## src/rtl/rv32v_types_pkg.sv

```systemverilog
// rtl/rv32v_types_pkg.sv - shared types for the vector element sequencer
package rv32v_types_pkg;
  localparam int NUM_LANES = 2;
  localparam int VL_WIDTH  = 5;

  typedef logic [VL_WIDTH:0]   offset_t;
  // One extra bit so offset+NUM_LANES can never wrap in the last-beat test
  typedef logic [VL_WIDTH+1:0] offset_wide_t;
  typedef logic [NUM_LANES-1:0] lane_mask_t;

  typedef enum logic [1:0] {SEW8 = 2'd0, SEW16, SEW32, SEW64} sew_t;
  typedef enum logic [1:0] {IDLE = 2'd0, RUN, DRAIN} seq_state_t;

  typedef struct packed {
    logic       valid;
    offset_t    offset;
    lane_mask_t mask;
  } wb_beat_t;
endpackage

```

## src/rtl/rv32v_wb_delay_line.sv

```systemverilog
// rtl/rv32v_wb_delay_line.sv - fixed-latency shift register of writeback beats
module rv32v_wb_delay_line
  import rv32v_types_pkg::*;
#(
  parameter int DEPTH = 2
) (
  input  logic     i_clk,
  input  logic     i_rst_n,
  input  logic     i_clr,
  input  wb_beat_t i_beat,
  output wb_beat_t o_beat,
  output logic     o_pending
);
  wb_beat_t r_stage [DEPTH];

  always_ff @(posedge i_clk or negedge i_rst_n) begin
    if (!i_rst_n) begin
      for (int k = 0; k < DEPTH; k++) r_stage[k] <= '0;
    end else begin
      r_stage[0] <= i_beat;
      for (int k = 1; k < DEPTH; k++) r_stage[k] <= r_stage[k-1];
      if (i_clr) begin
        for (int k = 0; k < DEPTH; k++) r_stage[k].valid <= 1'b0;
      end
    end
  end

  // Beats still upstream of the output stage; the output stage itself is being written this cycle
  always_comb begin
    o_pending = 1'b0;
    for (int k = 0; k < DEPTH - 1; k++) o_pending = o_pending | r_stage[k].valid;
  end

  assign o_beat = r_stage[DEPTH-1];
endmodule

```

## src/rtl/rv32v_elem_sequencer.sv

```systemverilog
// rtl/rv32v_elem_sequencer.sv - walks one vector instruction through the VRF, NUM_LANES elements per beat
module rv32v_elem_sequencer
  import rv32v_types_pkg::*;
#(
  parameter int WB_LATENCY = 2
) (
  input  logic                CLK,
  input  logic                nRST,
  input  logic                start,
  output logic                start_ready,
  input  logic [VL_WIDTH:0]   vl_in,
  input  sew_t                sew_in,
  input  sew_t                eew_in,
  input  logic                wr_en_in,
  input  logic                stall,
  input  logic                flush,
  output logic                rd_valid,
  output offset_t             rd_offset,
  output logic [NUM_LANES-1:0] rd_mask,
  output sew_t                sew,
  output sew_t                eew,
  output logic [VL_WIDTH:0]   vl,
  output offset_t             vd_offset,
  output logic [NUM_LANES-1:0] wb_mask,
  output logic                wen,
  output logic                busy,
  output logic                done
);
  seq_state_t        r_state;
  offset_t           r_offset;
  logic [VL_WIDTH:0] r_vl;
  sew_t              r_sew;
  sew_t              r_eew;
  logic              r_wr_en;
  logic              r_done;

  seq_state_t   w_next_state;
  logic         w_load;
  logic         w_accept;
  logic         w_finish;
  logic         w_last;
  logic         w_pending;
  offset_wide_t w_sum;
  lane_mask_t   w_rd_mask;
  wb_beat_t     w_push;
  wb_beat_t     w_wb;

  assign w_sum  = offset_wide_t'(r_offset) + offset_wide_t'(NUM_LANES);
  assign w_last = (w_sum >= offset_wide_t'(r_vl));

  always_comb begin
    w_rd_mask = '0;
    for (int i = 0; i < NUM_LANES; i++) begin
      w_rd_mask[i] = (r_state == RUN) &&
                     ((offset_wide_t'(r_offset) + offset_wide_t'(i)) < offset_wide_t'(r_vl));
    end
  end

  always_comb begin
    w_next_state = r_state;
    w_load       = 1'b0;
    w_accept     = 1'b0;
    w_finish     = 1'b0;
    case (r_state)
      IDLE: begin
        if (start) begin
          w_load       = 1'b1;
          w_next_state = (vl_in != '0) ? RUN : DRAIN;
        end
      end
      RUN: begin
        w_accept = !stall;
        if (w_accept && w_last) w_next_state = DRAIN;
      end
      DRAIN: begin
        // Leave as the final beat reaches the output stage so done lands one cycle after it
        if (!w_pending) begin
          w_next_state = IDLE;
          w_finish     = 1'b1;
        end
      end
      default: w_next_state = IDLE;
    endcase
    if (flush) begin
      w_next_state = IDLE;
      w_load       = 1'b0;
      w_accept     = 1'b0;
      w_finish     = 1'b0;
    end
  end

  always_ff @(posedge CLK or negedge nRST) begin
    if (!nRST) begin
      r_state  <= IDLE;
      r_offset <= '0;
      r_vl     <= '0;
      r_sew    <= SEW32;
      r_eew    <= SEW32;
      r_wr_en  <= 1'b0;
      r_done   <= 1'b0;
    end else begin
      r_state <= w_next_state;
      r_done  <= w_finish;
      if (w_load) begin
        r_offset <= '0;
        r_vl     <= vl_in;
        r_sew    <= sew_in;
        r_eew    <= eew_in;
        r_wr_en  <= wr_en_in;
      end else if (w_accept) begin
        r_offset <= w_sum[VL_WIDTH:0];
      end
    end
  end

  assign w_push = '{valid: w_accept, offset: r_offset, mask: w_rd_mask};

  rv32v_wb_delay_line #(.DEPTH(WB_LATENCY)) u_wb_delay (
    .i_clk    (CLK),
    .i_rst_n  (nRST),
    .i_clr    (flush),
    .i_beat   (w_push),
    .o_beat   (w_wb),
    .o_pending(w_pending)
  );

  assign start_ready = (r_state == IDLE);
  assign busy        = (r_state != IDLE);
  assign rd_valid    = (r_state == RUN);
  assign rd_offset   = r_offset;
  assign rd_mask     = w_rd_mask;
  assign sew         = r_sew;
  assign eew         = r_eew;
  assign vl          = r_vl;
  assign vd_offset   = w_wb.offset;
  assign wb_mask     = w_wb.mask;
  assign wen         = w_wb.valid & r_wr_en;
  assign done        = r_done;
endmodule

```

## config.mk

```make
export PLATFORM = sky130hd
export DESIGN_NAME = rv32v_elem_sequencer
export DESIGN_NICKNAME = d
export VERILOG_FILES = /design/src/rtl/rv32v_types_pkg.sv /design/src/rtl/rv32v_wb_delay_line.sv /design/src/rtl/rv32v_elem_sequencer.sv
export SDC_FILE = /design/constraint.sdc
export NUM_CORES = 1
export LEC_CHECK = 0
export CORE_UTILIZATION = 40
export CTS_BUF_LIST = sky130_fd_sc_hd__clkbuf_4 sky130_fd_sc_hd__clkbuf_8
export DETAILED_ROUTE_END_ITERATION = 10
export PLACE_DENSITY_LB_ADDON = 0.08
export SYNTH_ARGS = -nofsm -noshare
export SYNTH_HDL_FRONTEND = slang
export SYNTH_HIERARCHICAL = 1
export SYNTH_SLANG_ARGS = --single-unit
```

## constraint.sdc

```tcl
create_clock -name CLK -period 2.9 [get_ports CLK]
set_input_delay 0.58 -clock CLK [delete_from_list [all_inputs] [get_ports CLK]]
set_output_delay 0.58 -clock CLK [all_outputs]
set_load 0.005 [all_outputs]
```

# == Word level (Yosys, flattened, before mapping) ==
# Cells that the tools add are included.
# totals
word_cells,51
register_bits,38
latch_bits,0
memories,0
ramBits,0
out_inout_bits,31
rom_bits,0
inputBits,16
# op_classes
order_cmp,3
shift,0
multipliers,0
bitwise_logic,1
muxes,18
add_sub_neg,2
n_reduce_logical,9
n_eq_ne,5
n_div,0
# ops
cell,count
6-bit 2-to-1 mux,2
1-bit 2-to-1 mux,10
2-bit 2-to-1 mux,5
6-bit by 1-bit adder with 7-bit output (second input constant),1
6-bit by 2-bit adder with 7-bit output (second input constant),1
7-bit by 6-bit greater-or-equal comparator with 1-bit output,1
7-bit by 6-bit less-than comparator with 1-bit output,1
6-bit less-than comparator,1
3-bit by 2-bit != test with 1-bit output (second input constant),2
2-bit case mux with 3 select lines,1
6-bit nonzero test,1
2-bit nonzero test,2
1-bit logical AND,3
3-bit != test (second input constant),1
3-bit AND reduction,1
2-bit by 1-bit equality test with 1-bit output (second input constant),1
2-bit equality test (second input constant),1
2-bit logical NOT,1
1-bit AND,1
1-bit logical NOT,1

# == Depth between registers and ports, before layout ==
# Gate-level depths: netlist of run 1.
# depth
word_depth,6
depth_mapped,8
depth_no_buf,8

# == Hierarchy ==
# Netlist of run 1, hierarchy kept.
# modules_own_cells
mod,area_each_um2,n_inst,seq_area_each_um2,cells_per_inst
rv32v_elem_sequencer,1258.7,1,478.0,123
rv32v_wb_delay_line,530.5,1,450.4,29

# == Worst setup path after synthesis of run 1 ==
# Ideal clock, no wire load.
# synth_timing
path_kind,reg2reg
from,reg r_offset[1] (netlist: rd_offset[1])
to,reg r_state[0]
stages_incl_launch_ff,9
path_slack_ns,0.807
synth_period_minus_slack_ns,2.093
n_path_buf,0
setup_ns,0.111
arrival_time_ns,1.981
required_ns,2.789
cell_sequence,dfrtp_1 -> ha_1 -> nand3_1 -> xnor2_1 -> ha_1 -> nand3_1 -> a21oi_1 -> a2111o_1 -> a2111oi_2
# synth_between
elab_chain_len,5
# synth_rtl
element,line,text
"start, declared",rv32v_elem_sequencer.sv:30,offset_t r_offset;
"start signal, assigned",rv32v_elem_sequencer.sv:111,r_offset <= w_sum[VL_WIDTH:0];
6-bit by 2-bit adder with 7-bit output,rv32v_elem_sequencer.sv:48,assign w_sum = offset_wide_t'(r_offset) + offset_wide_t'(NUM_LANES);
7-bit by 6-bit greater-or-equal comparator with 1-bit output,rv32v_elem_sequencer.sv:49,assign w_last = (w_sum >= offset_wide_t'(r_vl));
1-bit logical AND,rv32v_elem_sequencer.sv:73,if (w_accept && w_last) w_next_state = DRAIN;
3-bit by 2-bit != test with 1-bit output (no source line),--,
3-bit AND reduction (no source line),--,
"end signal, assigned",rv32v_elem_sequencer.sv:102,r_state <= w_next_state;
"end, declared",rv32v_elem_sequencer.sv:29,seq_state_t r_state;
# No other way between the ends.
# A chain may end at the register's enable or synchronous reset.

# == Worst setup path in the final report of run 1 ==
# layout_timing
from,reg r_vl[4] (netlist: vl[4])
to,out rd_mask[0]
# layout_between
elab_chain_len,2
# layout_rtl
element,line,text
"start, declared",rv32v_elem_sequencer.sv:31,logic [VL_WIDTH:0] r_vl;
"start signal, assigned",rv32v_elem_sequencer.sv:106,r_vl <= vl_in;
6-bit less-than comparator,rv32v_elem_sequencer.sv:55,((offset_wide_t'(r_offset) + offset_wide_t'(i)) < offset_wide_t'(r_vl));
1-bit logical AND,rv32v_elem_sequencer.sv:54,w_rd_mask[i] = (r_state == RUN) &&
"end, declared",rv32v_elem_sequencer.sv:19,"output logic [NUM_LANES-1:0] rd_mask,"
# No other way between the ends.

==> results.sh, run 1 <==
export IMPL_wl_per_cell_um=14.3
export IMPL_tns_ns=0
export IMPL_via_count=1216
export IMPL_p_leak_nw=1.11
export IMPL_ff2ff_path_depth=9
export IMPL_worst_clock_skew_ns=0.00531
export IMPL_rsz0062_at_grt="false"
export IMPL_ys_seq_area_share_pct=51.9
export IMPL_tightestPinTransition_ns=0.818
export IMPL_synthArstFlopShare_pct=100
export IMPL_remaining_drc_errors=0
export IMPL_r2r_setup_slack_ns=0.63
export IMPL_dieArea_um2=4740
export IMPL_grt_max_degree=38
export IMPL_relSlewSlack_pct=45.5
export IMPL_yosys_top_cells_area="dfrtp_1, ha_1, buf_4, mux2_1, dfstp_2"
export IMPL_r2r_end="r_state[0]"
export IMPL_timing_rr_start="rd_offset[1]"
export IMPL_worstSetupPathType="flip-flop to primary output"
export IMPL_start_kind="flip-flop"
export IMPL_grt_pass1_vias=1257
export IMPL_final_antenna_net_count=0
export IMPL_worstSetupEndpointType="primary output"
export IMPL_yosysWarnings=6
export IMPL_synthCells=152
export IMPL_cts_num_sinks=37
export IMPL_netlist_top_cells_count="dfrtp_1, ha_1, buf_4"
export IMPL_syn_to_final_growth_pct=31.8
export IMPL_antenna_cells=0
export IMPL_cellPowerDensity_nw_per_um2=642
export IMPL_outcome="finished, final reports clean"
export IMPL_peakVddDrop_uv=371
export IMPL_cp_max_fo=4
export IMPL_fin_cells=245
export IMPL_hold_class="flip-flop to flip-flop"
export IMPL_layout_nets=225
export IMPL_fin_crit_ns=2.75
export IMPL_min_path_cells=0
export IMPL_rows=23
export IMPL_antenna_found_initial=0
export IMPL_synth_enable_flop_cells=0
export IMPL_core_um2=4140
export IMPL_yosysTopAreaCell="dfrtp_1"
export IMPL_min_period_over_period_pct=94.7
export IMPL_synth_area_per_cell_um2=11.8
export IMPL_gp_congestion=0.811
export IMPL_hold_viol_final=0
export IMPL_synth_top_area_share_pct=49.0
export IMPL_track_usage_pct=17.8
export IMPL_synth_most_common_cell="dfrtp_1"
export IMPL_drt_wl_total_um=3520
export IMPL_start_util_pct=43.2
export IMPL_ctsLongestPathBuffers=2
export IMPL_ctsHoldBuffers=0
export IMPL_critical_path_startpoint="vl[4]"
export IMPL_path_clk_slew_ns=0.07
export IMPL_worstHoldStart="u_wb_delay/r_stage[12]"
export IMPL_gr_total_overflow=0
export IMPL_htreeDepth=2
export IMPL_cts_tree="built"
export IMPL_placed_cells=235
export IMPL_cpPeakStageDelay_ns=0.57
export IMPL_worstPathCellList="inv_2, ha_1, or4_1, o311ai_1, clkdlybuf4s50_1"
export IMPL_fmaxAchievable_ghz=0.364
export IMPL_dr_first_iter_drc_count=43
export IMPL_fp_dieH_um=68.9
export IMPL_final_layout_size_suffix_gt1_share_pct=14.4
export IMPL_place_port_buffers=45
export IMPL_drt_pass1_iterations=3
export IMPL_cp_endpoint="rd_mask[0]"
export IMPL_required_ns=2.32
export IMPL_dp_hpwl_um=2580
export IMPL_syn_area_um2=1790
export IMPL_critPathArrivalTime_ns=2.17
export IMPL_cts_root_buf="clkbuf_8"
export IMPL_clk_latency_ns=0.29
export IMPL_pin_count=47
export IMPL_synthFlopType="dfrtp_1"
export IMPL_slowest_stage="clkdlybuf4s50_1"
export IMPL_ys_seq_elements=37
export IMPL_routed_via_density=4.96
export IMPL_cts_buffers=5
export IMPL_setup_viol=0
export IMPL_slew_violations=0
export IMPL_maxCapViolations=0
export IMPL_synth_cell_types=41
export IMPL_grt_first_pass_wirelength_um=5980
export IMPL_die_w_um=68.9
-- state kept, by name (all words and copies together), names as in the netlist --
name,flops
done,1
vl,6
r_state,2
u_wb_delay/o_beat,9
u_wb_delay/o_pending,1
rd_offset,5
u_wb_delay/r_stage,8
sew,2
eew,2
r_wr_en,1
-- kinds of logic (layout without fill, tap and decap cells) --
| group | Yosys count | count (layout) | synth area share, % |
|---|---|---|---|
| AND/OR/NAND/NOR | 38 | 38 | 13.1 |
| flip-flops | 37 | 37 | 51.9 |
| buffers and inverters | 26 | 68 | 8.46 |
| AO/OA/AOI/OAI | 21 | 21 | 8.04 |
| adder cells (fa/ha/maj) | 15 | 15 | 10.5 |
| XOR/XNOR | 7 | 7 | 3.43 |
| multiplexers | 7 | 7 | 4.34 |
| other | 1 | 2 | 0.210 |
-- worst min-delay path by stage --
stage | end | slack (ns)
2_1_floorplan | done | 0.28
3_3_place_gp | u_wb_delay/o_beat[0] | 0.33
3_5_place_dp | u_wb_delay/o_beat[0] | 0.33
4_1_cts | u_wb_delay/o_beat[0] | 0.35
5_1_grt | u_wb_delay/o_beat[3] | 0.36
6_report | u_wb_delay/o_beat[3] | 0.35
-- timing repair --
item / in CTS / in global routing
setup endpoints to repair: 1 / 2
cloned: 0 / 0
buffers inserted: 0 / 2
resized for setup: 1 / 3
-- power by group --
part	leakage [nW]	switching, mW	internal (mW)	total [mW]
Clock	0.0619	0.171	0.290	0.461
Combinational	0.572	0.170	0.241	0.411
Sequential	0.475	0.0464	0.596	0.642
-- through the flow --
stage / total power, mW / worst slack, ns / hold WS [ns] / instance area (um2) / utilization (%)
4_1_cts: 1.53 / 0.0215 / 0.351 / 2330 / 56.3
3_3_place_gp: 1.04 / 0.331 / 0.333 / 2210 / 53.4
6_report: 1.51 / 0.155 / 0.348 / 2360 / 56.9
5_1_grt: 1.61 / 0.0451 / 0.358 / 2360 / 56.9
3_5_place_dp: 1.05 / 0.270 / 0.335 / 2210 / 53.4
2_1_floorplan: 0.857 / 0.807 / 0.284 / 1790 / -
-- cells in the final DEF (no fill, tap or decap), types with 2 or more instances in the layout --
cell type,instances
a21o_1,3
a21oi_1,4
buf_4,6
clkbuf_8,6
clkdlybuf4s50_1,43
conb_1,2
dfrtp_1,34
dfstp_2,2
ha_1,15
inv_1,8
mux2_1,5
nand2_1,8
nand2b_1,2
nand3_1,3
nand4_1,3
nor2_1,8
nor2_2,2
nor2b_1,3
o21ai_0,4
o21ai_1,3
xnor2_1,3
xor2_1,4
-- worst max-delay path, delay by kind of cell (launching register included) --
kind | cells | cell delay [ns]
AOI/OAI and AO/OA | 1 | 0.10
adders and majority gates | 1 | 0.23
buffers and inverters | 2 | 0.67
DFF | 1 | 0.39
and+or+nand+nor | 1 | 0.50
-- layer usage --
layer  global-route usage (%)  part of all wire (%)
met2                     28.4                    49
met1                     21.5                    45
met3                     5.59                   3.5
met4                     9.18                   2.2
met5                        0                     0
-- area by class of cell --
cell class | count | area, um2
Clock inverter | 1 | 30.0
Tap cell | 50 | 62.6
Fill cell | 371 | 1790
Multi-Input combinational cell | 90 | 719
Timing Repair Buffer | 51 | 493
Sequential cell | 37 | 930
Inverter | 9 | 33.8
Clock buffer | 7 | 90.1
Power figures use the tool's default switching activity.
==> run 2, diff against run 1 <==
--- a/config.mk
+++ b/config.mk
@@ -5,6 +5,7 @@
 export SDC_FILE = /design/constraint.sdc
 export NUM_CORES = 1
 export LEC_CHECK = 0
+export ABC_CLOCK_PERIOD_IN_PS = 2900
 export CORE_UTILIZATION = 40
 export CTS_BUF_LIST = sky130_fd_sc_hd__clkbuf_4 sky130_fd_sc_hd__clkbuf_8
 export DETAILED_ROUTE_END_ITERATION = 10
==> results of run 2 <==
The final DEF is identical to that of run 1; final timing and power are the same.
